File: src/rtl/mastermind_pkg.sv
`default_nettype none
// ============================================================================
//  Module      : mastermind_pkg
//  Description : Shared types and constants for the Mastermind round
//                controller: digit/pattern types, round FSM encoding and
//                game constants.
//  Revision    : 1.0 - initial release
// ============================================================================
package mastermind_pkg;

    typedef logic [2:0]  color_t;
    typedef logic [11:0] pattern_t;

    typedef enum logic [2:0] {
        ST_IDLE       = 3'd0,
        ST_LOAD       = 3'd1,
        ST_WAIT_GUESS = 3'd2,
        ST_GRADE      = 3'd3,
        ST_RELEASE    = 3'd4,
        ST_DONE       = 3'd5
    } round_state_t;

    localparam int     NUM_PEGS = 4;
    localparam color_t WIN_RED  = 3'd4;

endpackage
`default_nettype wire

File: src/rtl/Counter.sv
`default_nettype none
// ============================================================================
//  Module      : Counter
//  Description : Library up-counter with synchronous clear and count enable.
//                Clear has priority over enable.
//  Revision    : 1.0 - initial release
// ============================================================================
module Counter #(
    parameter int WIDTH = 4
) (
    input  logic             clock,
    input  logic             reset,
    input  logic             i_clear,
    input  logic             i_enable,
    output logic [WIDTH-1:0] o_count
);

    logic [WIDTH-1:0] r_count;

    // Count up on enable; reset and clear both return to zero.
    always_ff @(posedge clock) begin
        if (reset || i_clear) begin
            r_count <= '0;
        end else if (i_enable) begin
            r_count <= r_count + 1'b1;
        end
    end

    assign o_count = r_count;

endmodule
`default_nettype wire

File: src/rtl/Register.sv
`default_nettype none
// ============================================================================
//  Module      : Register
//  Description : Library load-enable register with synchronous clear.
//                Clear has priority over load.
//  Revision    : 1.0 - initial release
// ============================================================================
module Register #(
    parameter int WIDTH = 8
) (
    input  logic             clock,
    input  logic             reset,
    input  logic             i_clear,
    input  logic             i_enable,
    input  logic [WIDTH-1:0] i_d,
    output logic [WIDTH-1:0] o_q
);

    logic [WIDTH-1:0] r_q;

    // Load on enable; reset and clear both return to zero.
    always_ff @(posedge clock) begin
        if (reset || i_clear) begin
            r_q <= '0;
        end else if (i_enable) begin
            r_q <= i_d;
        end
    end

    assign o_q = r_q;

endmodule
`default_nettype wire

File: src/rtl/mastermind_round_ctrl_pattern_check.sv
`default_nettype none
// ============================================================================
//  Module      : pattern_check
//  Description : Combinational legality check of a four-digit pattern; every
//                digit must be below NUM_COLORS.
//  Revision    : 1.0 - initial release
// ============================================================================
module pattern_check
    import mastermind_pkg::*;
#(
    parameter int NUM_COLORS = 6
) (
    input  pattern_t pattern,
    output logic     legal
);

    // One extra bit so that NUM_COLORS = 8 (every 3-bit digit legal) still fits.
    localparam logic [3:0] c_LIMIT = NUM_COLORS[3:0];

    logic [NUM_PEGS-1:0] w_digit_ok;

    for (genvar gi = 0; gi < NUM_PEGS; gi++) begin : g_digit
        assign w_digit_ok[gi] = ({1'b0, pattern[gi*3 +: 3]} < c_LIMIT);
    end

    assign legal = &w_digit_ok;

endmodule
`default_nettype wire

File: src/rtl/mastermind_round_ctrl.sv
`default_nettype none
// ============================================================================
//  Module      : mastermind_round_ctrl
//  Description : Round sequencer for the Mastermind datapath. Captures the
//                secret pattern, takes one guess per grade_it press, runs a
//                req/ack exchange with an external grader, registers the
//                red/white result and declares won/lost.
//  Revision    : 1.0 - initial release
// ============================================================================
module mastermind_round_ctrl
    import mastermind_pkg::*;
#(
    parameter int MAX_ROUNDS = 10,
    parameter int NUM_COLORS = 6
) (
    input  logic        clock,
    input  logic        reset,
    input  logic        start_game,
    input  logic        load_pattern,
    input  logic [11:0] pattern_in,
    input  logic        grade_it,
    input  logic [11:0] guess,
    output logic        grade_req,
    output logic [11:0] grade_guess,
    output logic [11:0] grade_pattern,
    input  logic        grade_ack,
    input  logic [2:0]  red,
    input  logic [2:0]  white,
    output logic [2:0]  feedback_red,
    output logic [2:0]  feedback_white,
    output logic [3:0]  round_number,
    output logic        won,
    output logic        lost,
    output logic        input_err
);

    localparam logic [3:0] c_MAX_ROUND = MAX_ROUNDS[3:0];

    round_state_t r_state;
    logic         r_grade_req;
    pattern_t     r_grade_guess;
    pattern_t     r_grade_pattern;
    logic         r_won;
    logic         r_lost;
    logic         r_input_err;

    logic         w_pattern_legal;
    logic         w_guess_legal;
    logic         w_new_game;
    logic         w_load_ok;
    logic         w_ack_ok;
    logic         w_round_inc;
    logic [3:0]   w_round;
    logic [5:0]   w_feedback;

    pattern_check #(.NUM_COLORS(NUM_COLORS)) u_pattern_check (
        .pattern (pattern_in),
        .legal   (w_pattern_legal)
    );

    pattern_check #(.NUM_COLORS(NUM_COLORS)) u_guess_check (
        .pattern (guess),
        .legal   (w_guess_legal)
    );

    // Entry into LOAD from any state that accepts start_game starts a new game.
    assign w_new_game = start_game &&
                        ((r_state == ST_IDLE) || (r_state == ST_DONE) ||
                         (r_state == ST_WAIT_GUESS) || (r_state == ST_RELEASE));
    assign w_load_ok  = (r_state == ST_LOAD) && load_pattern && w_pattern_legal;
    assign w_ack_ok   = (r_state == ST_GRADE) && grade_ack;
    // Round goes 0 -> 1 on pattern capture, then +1 per non-final graded guess.
    assign w_round_inc = w_load_ok ||
                         (w_ack_ok && (red != WIN_RED) && (w_round != c_MAX_ROUND));

    Counter #(.WIDTH(4)) u_round_cnt (
        .clock    (clock),
        .reset    (reset),
        .i_clear  (w_new_game),
        .i_enable (w_round_inc),
        .o_count  (w_round)
    );

    Register #(.WIDTH(6)) u_feedback_reg (
        .clock    (clock),
        .reset    (reset),
        .i_clear  (w_new_game),
        .i_enable (w_ack_ok),
        .i_d      ({red, white}),
        .o_q      (w_feedback)
    );

    // Round FSM with its registered handshake, capture and outcome outputs.
    always_ff @(posedge clock) begin
        if (reset) begin
            r_state         <= ST_IDLE;
            r_grade_req     <= 1'b0;
            r_grade_guess   <= '0;
            r_grade_pattern <= '0;
            r_won           <= 1'b0;
            r_lost          <= 1'b0;
            r_input_err     <= 1'b0;
        end else begin
            r_input_err <= 1'b0;
            case (r_state)
                ST_IDLE: begin
                    if (start_game) begin
                        r_state <= ST_LOAD;
                    end
                end
                ST_LOAD: begin
                    if (load_pattern) begin
                        if (w_pattern_legal) begin
                            r_grade_pattern <= pattern_in;
                            r_state         <= ST_WAIT_GUESS;
                        end else begin
                            r_input_err <= 1'b1;
                        end
                    end
                end
                ST_WAIT_GUESS: begin
                    // A new-game request wins over a simultaneous press.
                    if (start_game) begin
                        r_won   <= 1'b0;
                        r_lost  <= 1'b0;
                        r_state <= ST_LOAD;
                    end else if (grade_it) begin
                        if (w_guess_legal) begin
                            r_grade_guess <= guess;
                            r_grade_req   <= 1'b1;
                            r_state       <= ST_GRADE;
                        end else begin
                            r_input_err <= 1'b1;
                            r_state     <= ST_RELEASE;
                        end
                    end
                end
                ST_GRADE: begin
                    if (grade_ack) begin
                        r_grade_req <= 1'b0;
                        if (red == WIN_RED) begin
                            r_won   <= 1'b1;
                            r_state <= ST_DONE;
                        end else if (w_round == c_MAX_ROUND) begin
                            r_lost  <= 1'b1;
                            r_state <= ST_DONE;
                        end else begin
                            r_state <= ST_RELEASE;
                        end
                    end
                end
                ST_RELEASE: begin
                    if (start_game) begin
                        r_won   <= 1'b0;
                        r_lost  <= 1'b0;
                        r_state <= ST_LOAD;
                    end else if (!grade_it) begin
                        r_state <= ST_WAIT_GUESS;
                    end
                end
                ST_DONE: begin
                    if (start_game) begin
                        r_won   <= 1'b0;
                        r_lost  <= 1'b0;
                        r_state <= ST_LOAD;
                    end
                end
                default: begin
                    r_state <= ST_IDLE;
                end
            endcase
        end
    end

    assign grade_req      = r_grade_req;
    assign grade_guess    = r_grade_guess;
    assign grade_pattern  = r_grade_pattern;
    assign feedback_red   = w_feedback[5:3];
    assign feedback_white = w_feedback[2:0];
    assign round_number   = w_round;
    assign won            = r_won;
    assign lost           = r_lost;
    assign input_err      = r_input_err;

endmodule
`default_nettype wire

File: config.mk
export PLATFORM = sky130hd
export DESIGN_NAME = mastermind_round_ctrl
export DESIGN_NICKNAME = d
export VERILOG_FILES = /design/src/rtl/mastermind_pkg.sv /design/src/rtl/Counter.sv /design/src/rtl/Register.sv /design/src/rtl/mastermind_round_ctrl_pattern_check.sv /design/src/rtl/mastermind_round_ctrl.sv
export SDC_FILE = /design/constraint.sdc
export NUM_CORES = 1
export LEC_CHECK = 0
export ABC_AREA = 0
export CAP_MARGIN = 25
export CELL_PAD_IN_SITES_DETAIL_PLACEMENT = 0
export CELL_PAD_IN_SITES_GLOBAL_PLACEMENT = 1
export CORE_MARGIN = 2
export CORE_UTILIZATION = 32
export CTS_BUF_LIST = sky130_fd_sc_hd__clkbuf_8
export DETAILED_ROUTE_END_ITERATION = 8
export GPL_TIMING_DRIVEN = 1
export HOLD_SLACK_MARGIN = 0.08
export PLACE_DENSITY = 0.87
export SKIP_CTS_REPAIR_TIMING = 1
export SYNTH_ARGS = -nofsm -noshare
export SYNTH_HDL_FRONTEND = slang
export SYNTH_SLANG_ARGS = --single-unit
File: constraint.sdc
create_clock -name clock -period 2.3 [get_ports clock]
set_input_delay 0.69 -clock clock [delete_from_list [all_inputs] [get_ports clock]]
set_output_delay 0.69 -clock clock [all_outputs]
set_load 0.05 [all_outputs]
==> run metrics, run 1 <==
hold endpoint grade_pattern[7]; Worst Setup End Kind primary output; top-area cell type share of the netlist area 0.444; antenna violations before repair 0; Post-synth EDFFs 0; fin area 2880 sq um; Mapped Nets 253; Avg Vias per Cell 4.95; Max FO, Critical Path 5; Final Hold Viols 0; Die ar. 6400 sq um; Synth Register Bits 41; setup tns final 0 ps; DRC marker count from the first detailed-route iteration 80; asr flop ratio synth 0; pin count of the biggest net entering global routing 19; Max clock buf depth 2; max-slew violations 0; Placed Area 2760 sq um; Comb power frac 0.257; via count 1852; CP Data Arrival Time 1530 ps; HP Class register to register; Die Span X 80.0 um; Yosys top cell by area dfxtp_1; Initial Util 0.334; buffers added on ports 73; final cell count without fillers 374; max incr delay on CP 830 ps; Int Pwr 1.35 mW; CTS root buf clkbuf_8; Clock Skew 5.63 ps; Synth Flop Type dfxtp_1; layout net count 339; crit path launch type register; clock sink count 41; synth top area cells dfxtp_1, nand2_1, mux2i_1, a21oi_1, nor2_1; Synth Area in XOR/XNOR 0.00474; hold path start grade_pattern[7]; Reg power frac 0.432; Tot Pwr 1.93 mW; CTS tree built; WS Path Type register to primary output; max_cap viols 0; Buf/Inv on CP 1; fin crit period 2220 ps; Slowest cell on crit path clkdlybuf4s50_1; # DRC 0; Leak Pwr 1.14 nW; Reg2Reg Setup Slack 340 ps; multiplexer share of the synthesized area 0.0704; Synth Area per Inst 8.60 sq um; status finished, final reports clean; Rel. slew slack 0.598; clock power share 0.312; clock-pin slew on the worst setup and hold paths 80 ps; critical path depth in cells 1; Synth Area in Adders 0.0135; dpl hpwl 3620 um; Seq. cell area 821 sq um; NetSw 0.581 mW; critical path, cell by cell clkdlybuf4s50_1; worst setup margin 82.5 ps; Synth Area in Simple Gates 0.243; core box area 5540 sq um; required time of the critical path 1610 ps; commonest cells after routing, fill and taps aside clkdlybuf4s50_1, nand2_1, dfxtp_1; GR Overflow Total 0; dpl cells 366; die span in y 80.0 um; multi-input logic area 952 sq um; Worst Max-Slew Pin Slew 602 ps; layout cells sized above 1 0.113; start of the worst register-to-register path r_state[0]; fillcell total 547; switching share of power 0.301; first-pass GRT wire length 8110 um; main combinational cell family by area after synthesis simple AND/OR/NAND/NOR gates; # diodes 0; final core utilization 0.520; Peak VDD IR 343 uV; Mapped Cells 215; total wire length 4920 um; post-route ant nets 0; post-synthesis compound-gate area fraction 0.183; Post-Route Hold Slack 456 ps; routability congestion estimate 0.816; vias in the first global route 1860; most common cell after layout, fill and taps aside clkdlybuf4s50_1; cell area after synthesis 1850 sq um; hold path cells 2; sequential-to-total area share from yosys stat 0.444; total CTS buffers 5; RR Endpoint r_state[2]; GRT Total Usage 0.161; Worst Reg-to-Reg Cells 4; Place WS -70.4 ps; RSZ-0062 raised after global routing false; Avg WL per Cell 13.2 um; family with the most delay on the worst path buffers and inverters; H-tree levels 2; Pwr per Cell Area 669 nW/um^2; Distinct cells, synth 43; Area Overhead vs Synth 55.8%; Final period util 0.964; setup violators final 0; Placement Rows 27; f_max 451 MHz; Worst-Skew Late Latency 300 ps; First-pass DRT Iterations 4; io pins 74; Ys Warns 0
==> flip-flops by register name, indices dropped and copies added (netlist names) <==
| signal | cells |
|---|---|
| lost | 1 |
| u_round_cnt.o_count | 4 |
| won | 1 |
| grade_pattern | 12 |
| input_err | 1 |
| grade_guess | 12 |
| u_feedback_reg.o_q | 6 |
| r_state | 3 |
| grade_req | 1 |
==> final cells by class <==
| cell class | count | area share |
|---|---|---|
| clock buffers | 6 | 0.0287 |
| flip-flops and latches | 41 | 0.285 |
| clock inverters | 2 | 0.0117 |
| well taps | 72 | 0.0313 |
| repair buffers | 92 | 0.308 |
| multi-input cells | 157 | 0.331 |
| inverters | 4 | 0.00521 |
==> synth_stat cells (4+ instances only) <==
cell type,count
buf_2,4
clkbuf_1,7
mux2i_1,13
a22oi_1,6
nand2_1,43
o21ai_0,7
nor2_1,16
nor3_1,4
a21oi_1,22
inv_1,4
dfxtp_1,41
==> worst max-delay path by stage <==
stage | slack, ps | end | start
floorplan | 220 | u_round_cnt.o_count[3] | u_round_cnt.o_count[0]
global placement | -20 | grade_guess[6] | start_game
detailed placement | -70 | u_round_cnt.o_count[3] | red[2]
CTS | 70 | round_number[0] | u_round_cnt.o_count[0]
global route | 20 | round_number[0] | u_round_cnt.o_count[0]
finish | 80 | round_number[0] | u_round_cnt.o_count[0]
==> metal layers <==
layer	global-route usage	routed length, um
met5	0	0
met1	0.194	2180
met4	0.0729	97
met2	0.266	2310
met3	0.0430	335
==> cell families (layout without fill, tap and decap cells) <==
kind of cell | Yosys count | in the layout
adder cells (fa/ha/maj) | 2 | 2
AND/OR/NAND/NOR | 89 | 89
XOR/XNOR | 1 | 1
flip-flops | 41 | 41
multiplexers | 13 | 13
buffers and inverters | 17 | 104
AO/OA/AOI/OAI | 52 | 52
==> power by group through the flow <==
stage / Combinational (mW) / Clock, mW / Sequential, mW
detailed placement: 0.491 / 0 / 0.846
floorplan: 0.316 / 0 / 0.835
global placement: 0.485 / 0 / 0.845
global route: 0.540 / 0.651 / 0.840
finish: 0.494 / 0.600 / 0.832
CTS: 0.496 / 0.617 / 0.829
Note: power is estimated with default switching activity, not from simulation.
==> inputs of run 2 (changes only) <==
==> constraint.sdc (replaced) <==
create_clock -name clock -period 2.1 [get_ports clock]
set_input_delay 0.63 -clock clock [delete_from_list [all_inputs] [get_ports clock]]
set_output_delay 0.63 -clock clock [all_outputs]
set_load 0.05 [all_outputs]
==> run 2 against run 1 <==
Net effect: sequential power is 8.2% higher; utilization fell by 0.23 points; critical path depth stayed put; sequential share of layout area is 0.12 points higher; setup slack worse by 41 ps; clock power grew 7.8%; first-iteration DRC count shrank 20%; non-clock buffer count up 8; wire length is 2.8% lower; via count grew 0.32%; die area is the same; largest power group unchanged.
==> run metrics, run 2 (synthesis results as in run 1) <==
GR Overflow Total 0 (unchanged); status finished, final reports clean; required time of the critical path 1470 ps (-140 ps); max_cap viols 0 (unchanged); total wire length 4780 um (-2.8%); Final Hold Viols 0 (unchanged); first-pass GRT wire length 7780 um (-4.1%); Final period util 0.980; total CTS buffers 5 (unchanged); buffers added on ports 73 (unchanged); antenna violations before repair 0 (unchanged); family with the most delay on the worst path buffers and inverters; clock sink count 41 (unchanged); max incr delay on CP 800 ps (-30 ps); crit path launch type register; Pwr per Cell Area 742 nW/um^2 (+11%); Worst Max-Slew Pin Slew 591 ps (-10.8 ps); most common cell after layout, fill and taps aside buf_4; Worst-Skew Late Latency 290 ps (about the same); core box area 5540 sq um (unchanged); die span in y 80.0 um (unchanged); io pins 74 (unchanged); pin count of the biggest net entering global routing 20 (+1); Avg Vias per Cell 4.86 (-1.8%); CTS root buf clkbuf_8; final cell count without fillers 382 (+2.1%); Die ar. 6400 sq um (unchanged); fillcell total 557 (+1.8%); Avg WL per Cell 12.5 um (-4.9%); clock-pin slew on the worst setup and hold paths 80 ps (about the same); multi-input logic area 952 sq um (unchanged); GRT Total Usage 0.152 (-0.00925); CTS tree built; setup violators final 0 (unchanged); f_max 486 MHz; CP Data Arrival Time 1430 ps (-100 ps); routability congestion estimate 0.825 (+1.1%); layout cells sized above 1 0.239 (+0.126); Slowest cell on crit path clkdlybuf4s50_1; WS Path Type register to primary output; Clock Skew 3.58 ps (-2.05 ps); Initial Util 0.334 (unchanged); RSZ-0062 raised after global routing false; Worst Setup End Kind primary output; Post-Route Hold Slack 451 ps (-4.73 ps); Leak Pwr 1.30 nW (+14%); critical path, cell by cell clkdlybuf4s50_1; Peak VDD IR 374 uV (+9.0%); fin crit period 2060 ps; Max clock buf depth 2 (unchanged); H-tree levels 2 (unchanged); post-route ant nets 0 (unchanged); Placement Rows 27 (unchanged); vias in the first global route 1744 (-6.2%); layout net count 347 (+2.4%); DRC marker count from the first detailed-route iteration 64 (-20%); First-pass DRT Iterations 4 (unchanged); Area Overhead vs Synth 55.1%; Seq. cell area 821 sq um (unchanged); Max FO, Critical Path 2 (-3); commonest cells after routing, fill and taps aside buf_4, nand2_1, dfxtp_1; Buf/Inv on CP 1 (unchanged); HP Class register to register; dpl hpwl 3660 um (+1.1%); via count 1858 (+0.32%); # DRC 0 (unchanged); final core utilization 0.518 (-0.00226); max-slew violations 0 (unchanged); dpl cells 374 (+2.2%); Die Span X 80.0 um (unchanged); # diodes 0 (unchanged); Rel. slew slack 0.605 (+0.00719)
[run 2: cell count changes in the layout (fill, tap and decap cells not counted)]
| cell | before | now |
|---|---|---|
| clkdlybuf4s50_1 | 73 | 38 |
| buf_4 | 18 | 58 |
| dlymetal6s2s_1 | 0 | 3 |
[run 2: layer usage]
metal / global-route usage / vias to the layer above / wire length (um)
met5: 0 / - / 0
met1: 0.189 / 844 / 2150
met3: 0.0475 / 4 / 321
met4: 0.0356 / 0 / 23
li1: - / 952 / -
met2: 0.254 / 58 / 2280
[run 2: final timing paths]
kind | cells after the start | slack, ps | end | from
worst max-delay path | 1 | 40 | grade_guess[4] | grade_guess[4]
worst min-delay path | 2 | 450 | u_feedback_reg.o_q[1] | u_feedback_reg.o_q[1]
worst min register to register | 2 | 450 | u_feedback_reg.o_q[1] | u_feedback_reg.o_q[1]
worst max register to register | 4 | 260 | r_state[2] | r_state[2]
[run 2: stage by stage]
stage                     total power, mW  setup TNS, ps  setup WS (ps)  instance area (sq um)
after CTS                            2.15              0           33.9                   2860
after detailed placement             1.49          -3110           -207                   2740
final                                2.13              0           41.2                   2870
after floorplan                      1.26              0           22.0                   1850
after global placement               1.48          -2460           -168                   2740
after global routing                 2.24              0           8.80                   2870
[run 2: cell type report]
type                            count  area share
Tap cell                           72      0.0314
Clock buffer                        6      0.0288
Multi-Input combinational cell    157       0.332
Timing Repair Buffer              100       0.305
Inverter                            4     0.00524
Sequential cell                    41       0.286
Clock inverter                      2      0.0118
[run 2: report_power, final]
group	switching [mW]	internal (mW)	total (mW)
logic	0.284	0.297	0.581
clock network	0.265	0.383	0.647
registers	0.0864	0.813	0.900
